==> src/rtl/mips_program_loader.sv <==
// Boot loader: assembles a big-endian byte stream into 32-bit words and writes them from word 0, holding the CPU in reset until the image is complete.
// Latency: one cycle from the 4th accepted byte of a word to its mem_we pulse; cpu_reset drops one cycle after the last write (or checksum accept).
// Backpressure: in_ready is a pure function of state (no dependence on in_valid); memory writes never stall the stream.
// Optional: define MIPS_LOADER_CHECKSUM_EN to require a trailing XOR checksum byte (CHK state).
module mips_program_loader #(
    parameter int ADDR_W = 10
) (
    input  logic              clk,
    input  logic              reset,
    input  logic              start,
    input  logic              in_valid,
    input  logic [7:0]        in_data,
    output logic              in_ready,
    output logic              mem_we,
    output logic [ADDR_W-1:0] mem_addr,
    output logic [31:0]       mem_wdata,
    output logic              cpu_reset,
    output logic              busy,
    output logic              done,
    output logic              error,
    output logic [ADDR_W:0]   words_loaded
);

    typedef enum logic [2:0] {
        S_IDLE,
        S_LEN_HI,
        S_LEN_LO,
        S_DATA,
`ifdef MIPS_LOADER_CHECKSUM_EN
        S_CHK,
`endif
        S_RUN,
        S_ERROR
    } state_t;

    // Largest legal word count: the whole memory.
    localparam logic [16:0] CAPACITY = 17'(1) << ADDR_W;

    state_t            state;
    state_t            state_nx;
    logic [7:0]        len_hi;
    logic [ADDR_W:0]   n_len;
    logic [23:0]       sr;
    logic [1:0]        bcnt;
    logic              accept;
    logic [16:0]       len_full;
    logic              len_bad;
    logic [ADDR_W:0]   wl_inc;
    logic              last_word;
    logic              word_done;
`ifdef MIPS_LOADER_CHECKSUM_EN
    logic [7:0]        xsum;
    logic              chk_ok;
`endif

    assign accept    = in_valid && in_ready;
    // Length as seen on the LEN_LO accept: high byte already latched, low byte on the bus.
    assign len_full  = {1'b0, len_hi, in_data};
    assign len_bad   = (len_full == 17'd0) || (len_full > CAPACITY);
    assign wl_inc    = words_loaded + {{ADDR_W{1'b0}}, 1'b1};
    assign last_word = (wl_inc == n_len);
    assign word_done = accept && (bcnt == 2'd3);
`ifdef MIPS_LOADER_CHECKSUM_EN
    assign chk_ok    = (in_data == xsum);
`endif

    // State register.
    always_ff @(posedge clk) begin
        if (reset) begin
            state <= S_IDLE;
        end else begin
            state <= state_nx;
        end
    end

    // Next-state decode and in_ready generation.
    always_comb begin
        state_nx = state;
        in_ready = 1'b0;
        case (state)
            S_IDLE: begin
                if (start) state_nx = S_LEN_HI;
            end
            S_LEN_HI: begin
                in_ready = 1'b1;
                if (in_valid) state_nx = S_LEN_LO;
            end
            S_LEN_LO: begin
                in_ready = 1'b1;
                if (in_valid) state_nx = len_bad ? S_ERROR : S_DATA;
            end
            S_DATA: begin
                in_ready = 1'b1;
                if (in_valid && (bcnt == 2'd3) && last_word) begin
`ifdef MIPS_LOADER_CHECKSUM_EN
                    state_nx = S_CHK;
`else
                    state_nx = S_RUN;
`endif
                end
            end
`ifdef MIPS_LOADER_CHECKSUM_EN
            S_CHK: begin
                in_ready = 1'b1;
                if (in_valid) state_nx = chk_ok ? S_RUN : S_ERROR;
            end
`endif
            S_RUN: begin
                if (start) state_nx = S_LEN_HI;
            end
            S_ERROR: begin
                if (start) state_nx = S_LEN_HI;
            end
            default: state_nx = S_IDLE;
        endcase
    end

    // Datapath and registered status outputs; reset discards any partial word and a write due on the same edge.
    always_ff @(posedge clk) begin
        if (reset) begin
            mem_we       <= 1'b0;
            mem_addr     <= '0;
            mem_wdata    <= '0;
            cpu_reset    <= 1'b1;
            busy         <= 1'b0;
            done         <= 1'b0;
            error        <= 1'b0;
            words_loaded <= '0;
            len_hi       <= '0;
            n_len        <= '0;
            sr           <= '0;
            bcnt         <= '0;
        end else begin
            mem_we <= 1'b0;
            case (state)
                S_IDLE, S_RUN, S_ERROR: begin
                    if (start) begin
                        cpu_reset    <= 1'b1;
                        busy         <= 1'b1;
                        done         <= 1'b0;
                        error        <= 1'b0;
                        words_loaded <= '0;
                        bcnt         <= '0;
                    end else if (state == S_RUN && !done) begin
                        // First RUN cycle: last word is already in memory, let the CPU go.
                        cpu_reset <= 1'b0;
                        done      <= 1'b1;
                        busy      <= 1'b0;
                    end
                end
                S_LEN_HI: begin
                    if (accept) len_hi <= in_data;
                end
                S_LEN_LO: begin
                    if (accept) begin
                        if (len_bad) begin
                            error <= 1'b1;
                            busy  <= 1'b0;
                        end else begin
                            n_len <= len_full[ADDR_W:0];
                            bcnt  <= '0;
                        end
                    end
                end
                S_DATA: begin
                    if (accept) begin
                        sr   <= {sr[15:0], in_data};
                        bcnt <= bcnt + 2'd1;
                    end
                    if (word_done) begin
                        mem_we       <= 1'b1;
                        mem_addr     <= words_loaded[ADDR_W-1:0];
                        mem_wdata    <= {sr, in_data};
                        words_loaded <= wl_inc;
                    end
                end
`ifdef MIPS_LOADER_CHECKSUM_EN
                S_CHK: begin
                    if (accept && !chk_ok) begin
                        error <= 1'b1;
                        busy  <= 1'b0;
                    end
                end
`endif
                default: ;
            endcase
        end
    end

`ifdef MIPS_LOADER_CHECKSUM_EN
    // Running XOR of every accepted byte of the current load, length bytes included.
    always_ff @(posedge clk) begin
        if (reset) begin
            xsum <= '0;
        end else if ((state == S_IDLE || state == S_RUN || state == S_ERROR) && start) begin
            xsum <= '0;
        end else if (accept) begin
            xsum <= xsum ^ in_data;
        end
    end
`endif

endmodule

==> config.mk <==
export PLATFORM = sky130hd
export DESIGN_NAME = mips_program_loader
export DESIGN_NICKNAME = d
export VERILOG_FILES = /design/src/rtl/mips_program_loader.sv
export SDC_FILE = /design/constraint.sdc
export NUM_CORES = 1
export LEC_CHECK = 0
export ABC_CLOCK_PERIOD_IN_PS = 2900
export CAP_MARGIN = 20
export CELL_PAD_IN_SITES_DETAIL_PLACEMENT = 0
export CELL_PAD_IN_SITES_GLOBAL_PLACEMENT = 1
export CORE_MARGIN = 2
export CORE_UTILIZATION = 30
export DETAILED_ROUTE_END_ITERATION = 7
export HOLD_SLACK_MARGIN = 0.1
export PLACE_DENSITY_LB_ADDON = 0.1
export SYNTH_ARGS = -nofsm -noshare
export SYNTH_HDL_FRONTEND = slang
export SYNTH_SLANG_ARGS = --single-unit
==> constraint.sdc <==
create_clock -name clk -period 2.9 [get_ports clk]
set_input_delay 0.58 -clock clk [delete_from_list [all_inputs] [get_ports clk]]
set_output_delay 0.58 -clock clk [all_outputs]
set_load 0.1 [all_outputs]
==> results of run 1 <==
power breakdown:
part | switching (uW) | internal [uW] | total (uW) | leakage (uW)
sequential | 80.6 | 1510 | 1590 | 0.000855
clock | 545 | 664 | 1210 | 0.000135
combinational | 371 | 181 | 552 | 0.00102
total | 997 | 2350 | 3350 | 0.00201
worst max-delay path by stage:
| stage | from | to | slack [ps] | depth (start not counted) |
|---|---|---|---|---|
| 2_1_floorplan | words_loaded[0]$_SDFFE_PP0P_ | state[0]$_SDFFE_PP0P_ | 190 | 8 |
| 3_3_place_gp | in_data[4] | bcnt[1]$_SDFFE_PP0P_ | 340 | 7 |
| 3_5_place_dp | in_data[4] | bcnt[1]$_SDFFE_PP0P_ | 330 | 7 |
| 4_1_cts | words_loaded[1]$_SDFFE_PP0P_ | state[0]$_SDFFE_PP0P_ | 420 | 7 |
| 5_1_grt | words_loaded[1]$_SDFFE_PP0P_ | state[1]$_SDFFE_PP0P_ | 240 | 7 |
| 6_report | words_loaded[1]$_SDFFE_PP0P_ | state[0]$_SDFFE_PP0P_ | 450 | 7 |
metrics by stage:
stage | total power (uW) | utilization [%] | hold WS (ps) | cell area (um2)
global route | 3508 | 37.22 | 478.9 | 5369
floorplan | 2023 | - | 432.2 | 4387
finish | 3350 | 37.22 | 456.0 | 5369
global placement | 2175 | 35.25 | 442.6 | 5085
CTS | 3400 | 37.22 | 457.8 | 5369
detailed placement | 2176 | 35.25 | 447.9 | 5085
kinds of logic (layout without fill, tap and decap cells):
logic type | count (synthesis) | after routing | synth area share [%]
AOI/OAI and AO/OA | 128 | 128 | 16.66
buffers and inverters | 45 | 102 | 4.564
xor gates and xnor gates | 13 | 13 | 2.596
and+or+nand+nor | 248 | 248 | 24.73
DFF | 106 | 106 | 48.37
muxes | 11 | 11 | 2.510
adders and majority gates | 2 | 2 | 0.5704
flip-flops by register name, summed over array words and instances, names as in the netlist, 2 cells and up:
name	count
words_loaded	11
mem_wdata	32
bcnt	2
n_len	11
sr	24
mem_addr	10
len_hi	8
state	3
cell usage after synthesis (all sizes together) (2+ instances only):
cell type  count  share of area (%)
a211oi         2               0.34
a21oi         83                9.5
a31oi          3               0.43
and2           6               0.86
buf           15                1.9
clkbuf        26                2.3
dfxtp        106                 48
ha             2               0.57
inv            4               0.34
mux2i         11                2.5
nand2        161                 14
nand2b         5               0.77
nand3         10                1.3
nand3b         3               0.51
nand4          4               0.57
nor2          36                3.1
nor2b          2               0.29
nor3           6               0.94
nor3b          3               0.51
nor4           3               0.43
o211ai         5               0.86
o21ai         20                2.3
o31ai          4               0.68
xnor2          9                1.8
xor2           4               0.80
worst reg2reg max path, stage by stage (launching register included):
cell,delay (ps)
sky130_fd_sc_hd__dfxtp_1,470
sky130_fd_sc_hd__ha_1,390
sky130_fd_sc_hd__nand3_2,170
sky130_fd_sc_hd__or4_1,500
sky130_fd_sc_hd__o211ai_1,110
sky130_fd_sc_hd__a21oi_1,150
sky130_fd_sc_hd__a2111oi_4,370
sky130_fd_sc_hd__o21ai_0,160
placed cells by master (no fill, tap or decap), drive strengths merged, types with 2 or more instances in the layout:
cell type,synthesis,final
a211oi,2,2
a21oi,83,83
a31oi,3,3
and2,6,6
buf,15,74
clkbuf,26,10
clkdlybuf4s50,0,10
clkinv,0,2
dfxtp,106,106
ha,2,2
inv,4,4
mux2i,11,11
nand2,161,161
nand2b,5,5
nand3,10,10
nand3b,3,3
nand4,4,4
nor2,36,36
nor2b,2,2
nor3,6,6
nor3b,3,3
nor4,3,3
o211ai,5,5
o21ai,20,20
o31ai,4,4
xnor2,9,9
xor2,4,4
metal layers:
| layer | part of all wire [%] | wire length [um] | vias up |
|---|---|---|---|
| met3 | 4.0 | 497 | 9 |
| met5 | 0 | 0 | - |
| met4 | 1.2 | 149 | 0 |
| met1 | 49 | 6009 | 1830 |
| met2 | 46 | 5717 | 69 |
| li1 | - | - | 1966 |
layout make-up:
cell class / instances / share of cell area [%]
inverter: 4 / 0.2797
timing repair buffer: 84 / 12.16
clock inverter: 4 / 1.025
tap: 184 / 4.288
sequential: 106 / 39.52
multi-input combinational: 402 / 38.45
clock buffer: 10 / 4.265
==> flow_summary.yaml, run 1 <==
place:
  hpwl_um: 8624
  gpl.final_weighted_congestion: 0.7683
  number_of_i_o_port_buffers: 70
  dp_worst_setup_slack_ps: 329.1
  placed_cells: 780
grt:
  gr_busiest_metal: "met2"
  grt_use_total_pct: 16.22
  via_count_of_the_first_global_routing_pass: 3798
  grt_start_max_net_pins: 51
  grt.met3_usage_pct: 2.706
  grt_pass1_wl_um: 20230
  gr-usage-met1_pct: 22.49
  met2_usage_pct: 25.59
  number_of_antenna_violations_at_the_first_check_in_global_routing: 0
  globalRouteOverflowTotal: 0
sta:
  max_freq_ghz: 0.4089
  crit_path_setup_slack_layout_ps: 454.4
  period_minus_slack_ps: 2446
  slew-limit-headroom_pct: 64.19
  min_period_over_period_pct: 84.33
  tightest_slew_ps: 536.4
  final.setup.tns_ps: 0
  finalHoldViolations: 0
  finalClockSkew_ps: 5.434
  grt_setup_unrepaired: "no"
  slew_viol_final: 0
  timing.final.setup_violations: 0
clock_network:
  cts.repair.resized: 0
  cts.htree.levels: 3
  max-clock-path-buffers: 2
  clock_insertion_delay_worst_skew_ps: 350
  cts_num_sinks: 106
  numCtsBuffers: 9
  clockRootBuffer: "sky130_fd_sc_hd__clkbuf_16"
  clk_pin_slew_worst_paths_ps: 70
  postCtsHoldBufs: 0
  tritoncts: "done"
  post_cts.repair.setup_buffers: 0
critical_path:
  r2r_slack_ps: 450
  cp.buffers_inverters: 0
  critPathTopFamily: "compound AO/OA/AOI/OAI gates"
  worstPathRequired_ps: 3110
  critical_path_arrival_ps: 2660
  critical_path.endpoint_type: "flip-flop"
  reg2regPathDepth: 7
  crit_chain: "ha_1 > nand3_2 > or4_1 > o211ai_1 > a21oi_1 > a2111oi_4 > o21ai_0"
  timing_worst_setup_path_type: "flip-flop to flip-flop"
  timing.critical_path.from_type: "flip-flop"
  worst-path-max-fanout: 8
  critical_path.slowest_cell: "sky130_fd_sc_hd__or4_1"
  worst_flop_to_flop_path_startpoint: "words_loaded[1]$_SDFFE_PP0P_"
  cp_slowest_stage_delay_ps: 500
  worstReg2RegEnd: "state[0]$_SDFFE_PP0P_"
finish:
  syn2layout_area_growth_pct: 22.39
  sequential_cell_area_um2: 2122
  final_net_count: 621
  multi_input_area_um2: 2064
  fillers: 1529
  final-instance-count-excl-fill: 794
  num_antenna_cells: 0
  layout-drive-gt1-share_pct: 15.57
floorplanning:
  die_width_um: 124.9
  initial_core_util_pct: 30.41
  fp.dieH_um: 124.9
  fp-row-count: 44
  die_area_um2: 15610
  io_pins: 71
  core_region_area_um2: 14420
synth:
  post_synth.cell_area_avg_um2: 7.933
  synth_seq_cells: 106
  synthesis.yosys.warnings: 0
  syn_area_um2: 4387
  post_synth_edffs: 0
  postSynthCellCount: 553
  ys_seq_area_share_pct: 48.37
  synthesis.nets: 567
  synth_ff_type: "sky130_fd_sc_hd__dfxtp_1"
  async_flop_share_pct: 0
  yosys.cell_types.count: 52
pwr:
  powerDensity_nw_per_um2: 623.9
  ir_worst_vdd_v: 0.0005541
  power_leakage_uw: 0.002009
hold_path:
  worst_hold_path_type: "flip-flop to flip-flop"
  min_from: "mem_wdata[3]$_SDFFE_PP0P_"
  min_path_cells: 2
  whs_endpoint: "mem_wdata[3]$_SDFFE_PP0P_"
routing:
  drc_errors: 0
  num_vias: 3874
  post_detailed_routing_wire_length_um: 12370
  antenna_left: 0
  drt_pre_antenna_iters: 4
  detailedRoute.firstIterationViolations: 246
  routedWlPerCell_um: 15.58
  vias_per_cell: 4.879
run_status:
  run_status: "complete, no violations"
job:
  drv.max_cap_violation_count: 0
Note: power is estimated with default switching activity, not from simulation.
==> run 2: changes to the inputs <==
--- a/config.mk
+++ b/config.mk
@@ -5,7 +5,7 @@
 export SDC_FILE = /design/constraint.sdc
 export NUM_CORES = 1
 export LEC_CHECK = 0
-export ABC_CLOCK_PERIOD_IN_PS = 2900
+export ABC_CLOCK_PERIOD_IN_PS = 2380
 export CAP_MARGIN = 20
 export CELL_PAD_IN_SITES_DETAIL_PLACEMENT = 0
 export CELL_PAD_IN_SITES_GLOBAL_PLACEMENT = 1
==> constraint.sdc (replaced) <==
create_clock -name clk -period 2.38 [get_ports clk]
set_input_delay 0.476 -clock clk [delete_from_list [all_inputs] [get_ports clk]]
set_output_delay 0.476 -clock clk [all_outputs]
set_load 0.1 [all_outputs]
==> flow_summary.yaml, run 2 (synthesized netlist as in run 1, its figures left out) <==
critical_path:
  reg2regPathDepth: 7
  worstReg2RegEnd: "state[0]$_SDFFE_PP0P_"
  timing.critical_path.from_type: "flip-flop"
  critical_path.endpoint_type: "flip-flop"
  worst-path-max-fanout: 8
  r2r_slack_ps: 250
  worstPathRequired_ps: 2610
  worst_flop_to_flop_path_startpoint: "words_loaded[0]$_SDFFE_PP0P_"
  critical_path_arrival_ps: 2360
  timing_worst_setup_path_type: "flip-flop to flip-flop"
routing:
  vias_per_cell: 4.818
  routedWlPerCell_um: 15.04
  num_vias: 3898
  drc_errors: 0
  drt_pre_antenna_iters: 6
  antenna_left: 0
  detailedRoute.firstIterationViolations: 238
  post_detailed_routing_wire_length_um: 12170
finish:
  final-instance-count-excl-fill: 809
  syn2layout_area_growth_pct: 24.96
  registers.top_by_ff_count: "mem_wdata"
  mostFrequentLayoutCell: "sky130_fd_sc_hd__nand2_1"
  final_net_count: 636
  fillers: 1555
  top_regs: "mem_wdata (32), sr (24)"
  layout_common_cells: "sky130_fd_sc_hd__nand2_1, sky130_fd_sc_hd__dfxtp_1, sky130_fd_sc_hd__buf_4, sky130_fd_sc_hd__a21oi_1, sky130_fd_sc_hd__nor2_1"
  largest_register_ff_count: 32
  num_antenna_cells: 0
  layout-drive-gt1-share_pct: 19.04
grt:
  grt_use_total_pct: 16.17
  globalRouteOverflowTotal: 0
  via_count_of_the_first_global_routing_pass: 3856
  grt_pass1_wl_um: 20470
  grt_start_max_net_pins: 43
  number_of_antenna_violations_at_the_first_check_in_global_routing: 0
sta:
  grt_setup_unrepaired: "no"
  tightest_slew_ps: 459.0
  slew_viol_final: 0
  crit_path_setup_slack_layout_ps: 253.6
  finalClockSkew_ps: 7.574
  finalHoldWorstSlack_ps: 456.1
  period_minus_slack_ps: 2126
  timing.final.setup_violations: 0
  max_freq_ghz: 0.4703
  slew-limit-headroom_pct: 69.40
  finalHoldViolations: 0
  min_period_over_period_pct: 89.35
pwr:
  power_switching_uw: 1251
  power.share.sequential_pct: 47.0
  comb_power_share_pct: 18.9
  swShare_pct: 30.71
  power_report.internal_total_uw: 2823
  power_leakage_uw: 0.002081
  powerDensity_nw_per_um2: 743.4
  p_clk_share_pct: 34.0
  ir_worst_vdd_v: 0.0005722
clock_network:
  max-clock-path-buffers: 2
  clockRootBuffer: "sky130_fd_sc_hd__clkbuf_16"
  numCtsBuffers: 9
  clock_insertion_delay_worst_skew_ps: 350
  cts.htree.levels: 3
  clk_pin_slew_worst_paths_ps: 70
  postCtsHoldBufs: 0
  post_cts.repair.setup_buffers: 0
  cts_num_sinks: 106
  tritoncts: "done"
  cts.repair.resized: 0
floorplanning:
  die_width_um: 124.9
  fp-row-count: 44
  fp.dieH_um: 124.9
  io_pins: 71
  die_area_um2: 15610
  core_region_area_um2: 14420
  initial_core_util_pct: 30.41
hold_path:
  min_from: "len_hi[7]$_SDFFE_PP0P_"
  whs_endpoint: "len_hi[7]$_SDFFE_PP0P_"
  min_path_cells: 2
  worst_hold_path_type: "flip-flop to flip-flop"
place:
  hpwl_um: 8492
  number_of_i_o_port_buffers: 70
  placed_cells: 795
  gpl.final_weighted_congestion: 0.7517
  dp_worst_setup_slack_ps: -2.951
job:
  drv.max_cap_violation_count: 0
run_status:
  run_status: "complete, no violations"
-- run 2: cell types whose count changed in the layout (fill, tap and decap cells not counted) --
cell                        previous run  this run
sky130_fd_sc_hd__nor2_2                0         1
sky130_fd_sc_hd__clkinv_2              0         1
sky130_fd_sc_hd__buf_4                73        87
sky130_fd_sc_hd__buf_12                0         1
sky130_fd_sc_hd__inv_6                 0         1
sky130_fd_sc_hd__dfxtp_1             106        98
sky130_fd_sc_hd__nor2_1               36        35
sky130_fd_sc_hd__clkinv_4              2         1
sky130_fd_sc_hd__bufinv_16             1         0
sky130_fd_sc_hd__dfxtp_2               0         8
-- run 2: per-layer routing --
layer  vias up  global-route usage [%]  share of wire, %
met5         -                       0                 0
li1       1990                       -                 -
met1      1814                   22.43                51
met2        77                   24.82                43
met3        17                   2.620               3.7
met4         0                   7.255               2.6
-- run 2: worst max path at each step --
stage                             to                          from  cells after the start
6_report       state[0]$_SDFFE_PP0P_  words_loaded[0]$_SDFFE_PP0P_                      7
5_1_grt        state[0]$_SDFFE_PP0P_  words_loaded[0]$_SDFFE_PP0P_                      7
4_1_cts        state[0]$_SDFFE_PP0P_  words_loaded[0]$_SDFFE_PP0P_                      7
3_5_place_dp   state[2]$_SDFFE_PP0P_                    in_data[4]                      7
3_3_place_gp    bcnt[1]$_SDFFE_PP0P_                    in_data[4]                      7
2_1_floorplan  state[0]$_SDFFE_PP0P_  words_loaded[9]$_SDFFE_PP0P_                      6
-- run 2: power by group through the flow --
| stage | logic, uW | clock network (uW) | registers [uW] |
|---|---|---|---|
| 5_1_grt | 850 | 1490 | 1930 |
| 6_report | 772 | 1390 | 1920 |
| 3_5_place_dp | 774 | 0 | 1960 |
| 4_1_cts | 778 | 1430 | 1920 |
| 3_3_place_gp | 774 | 0 | 1960 |
| 2_1_floorplan | 503 | 0 | 1970 |
-- run 2: layout make-up --
cell class / count / area (um2) / share of cell area, %
clock inverters: 4 / 30.03 / 0.5478
inverters: 4 / 15.01 / 0.2739
well taps: 184 / 230.2 / 4.200
clock buffers: 10 / 229.0 / 4.177
flip-flops and latches: 106 / 2132 / 38.90
repair buffers: 99 / 778.2 / 14.20
multi-input cells: 402 / 2067 / 37.71
-- run 2: worst max-delay path, stage by stage, from the launching register on --
cell,delay [ps]
sky130_fd_sc_hd__dfxtp_2,430
sky130_fd_sc_hd__ha_1,230
sky130_fd_sc_hd__nand3_2,130
sky130_fd_sc_hd__or4_1,490
sky130_fd_sc_hd__o211ai_1,110
sky130_fd_sc_hd__a21oi_1,160
sky130_fd_sc_hd__a2111oi_4,310
sky130_fd_sc_hd__o21ai_0,140
-- run 2: per-stage QoR --
stage | power [uW] | TNS (ps) | instance area (um2) | util, %
6_report | 4075 | 0 | 5482 | 38.00
5_1_grt | 4272 | 0 | 5482 | 38.00
4_1_cts | 4120 | 0 | 5482 | 38.00
3_5_place_dp | 2732 | -2.951 | 5223 | 36.21
3_3_place_gp | 2732 | 0 | 5223 | 36.21
2_1_floorplan | 2469 | 0 | 4399 | -
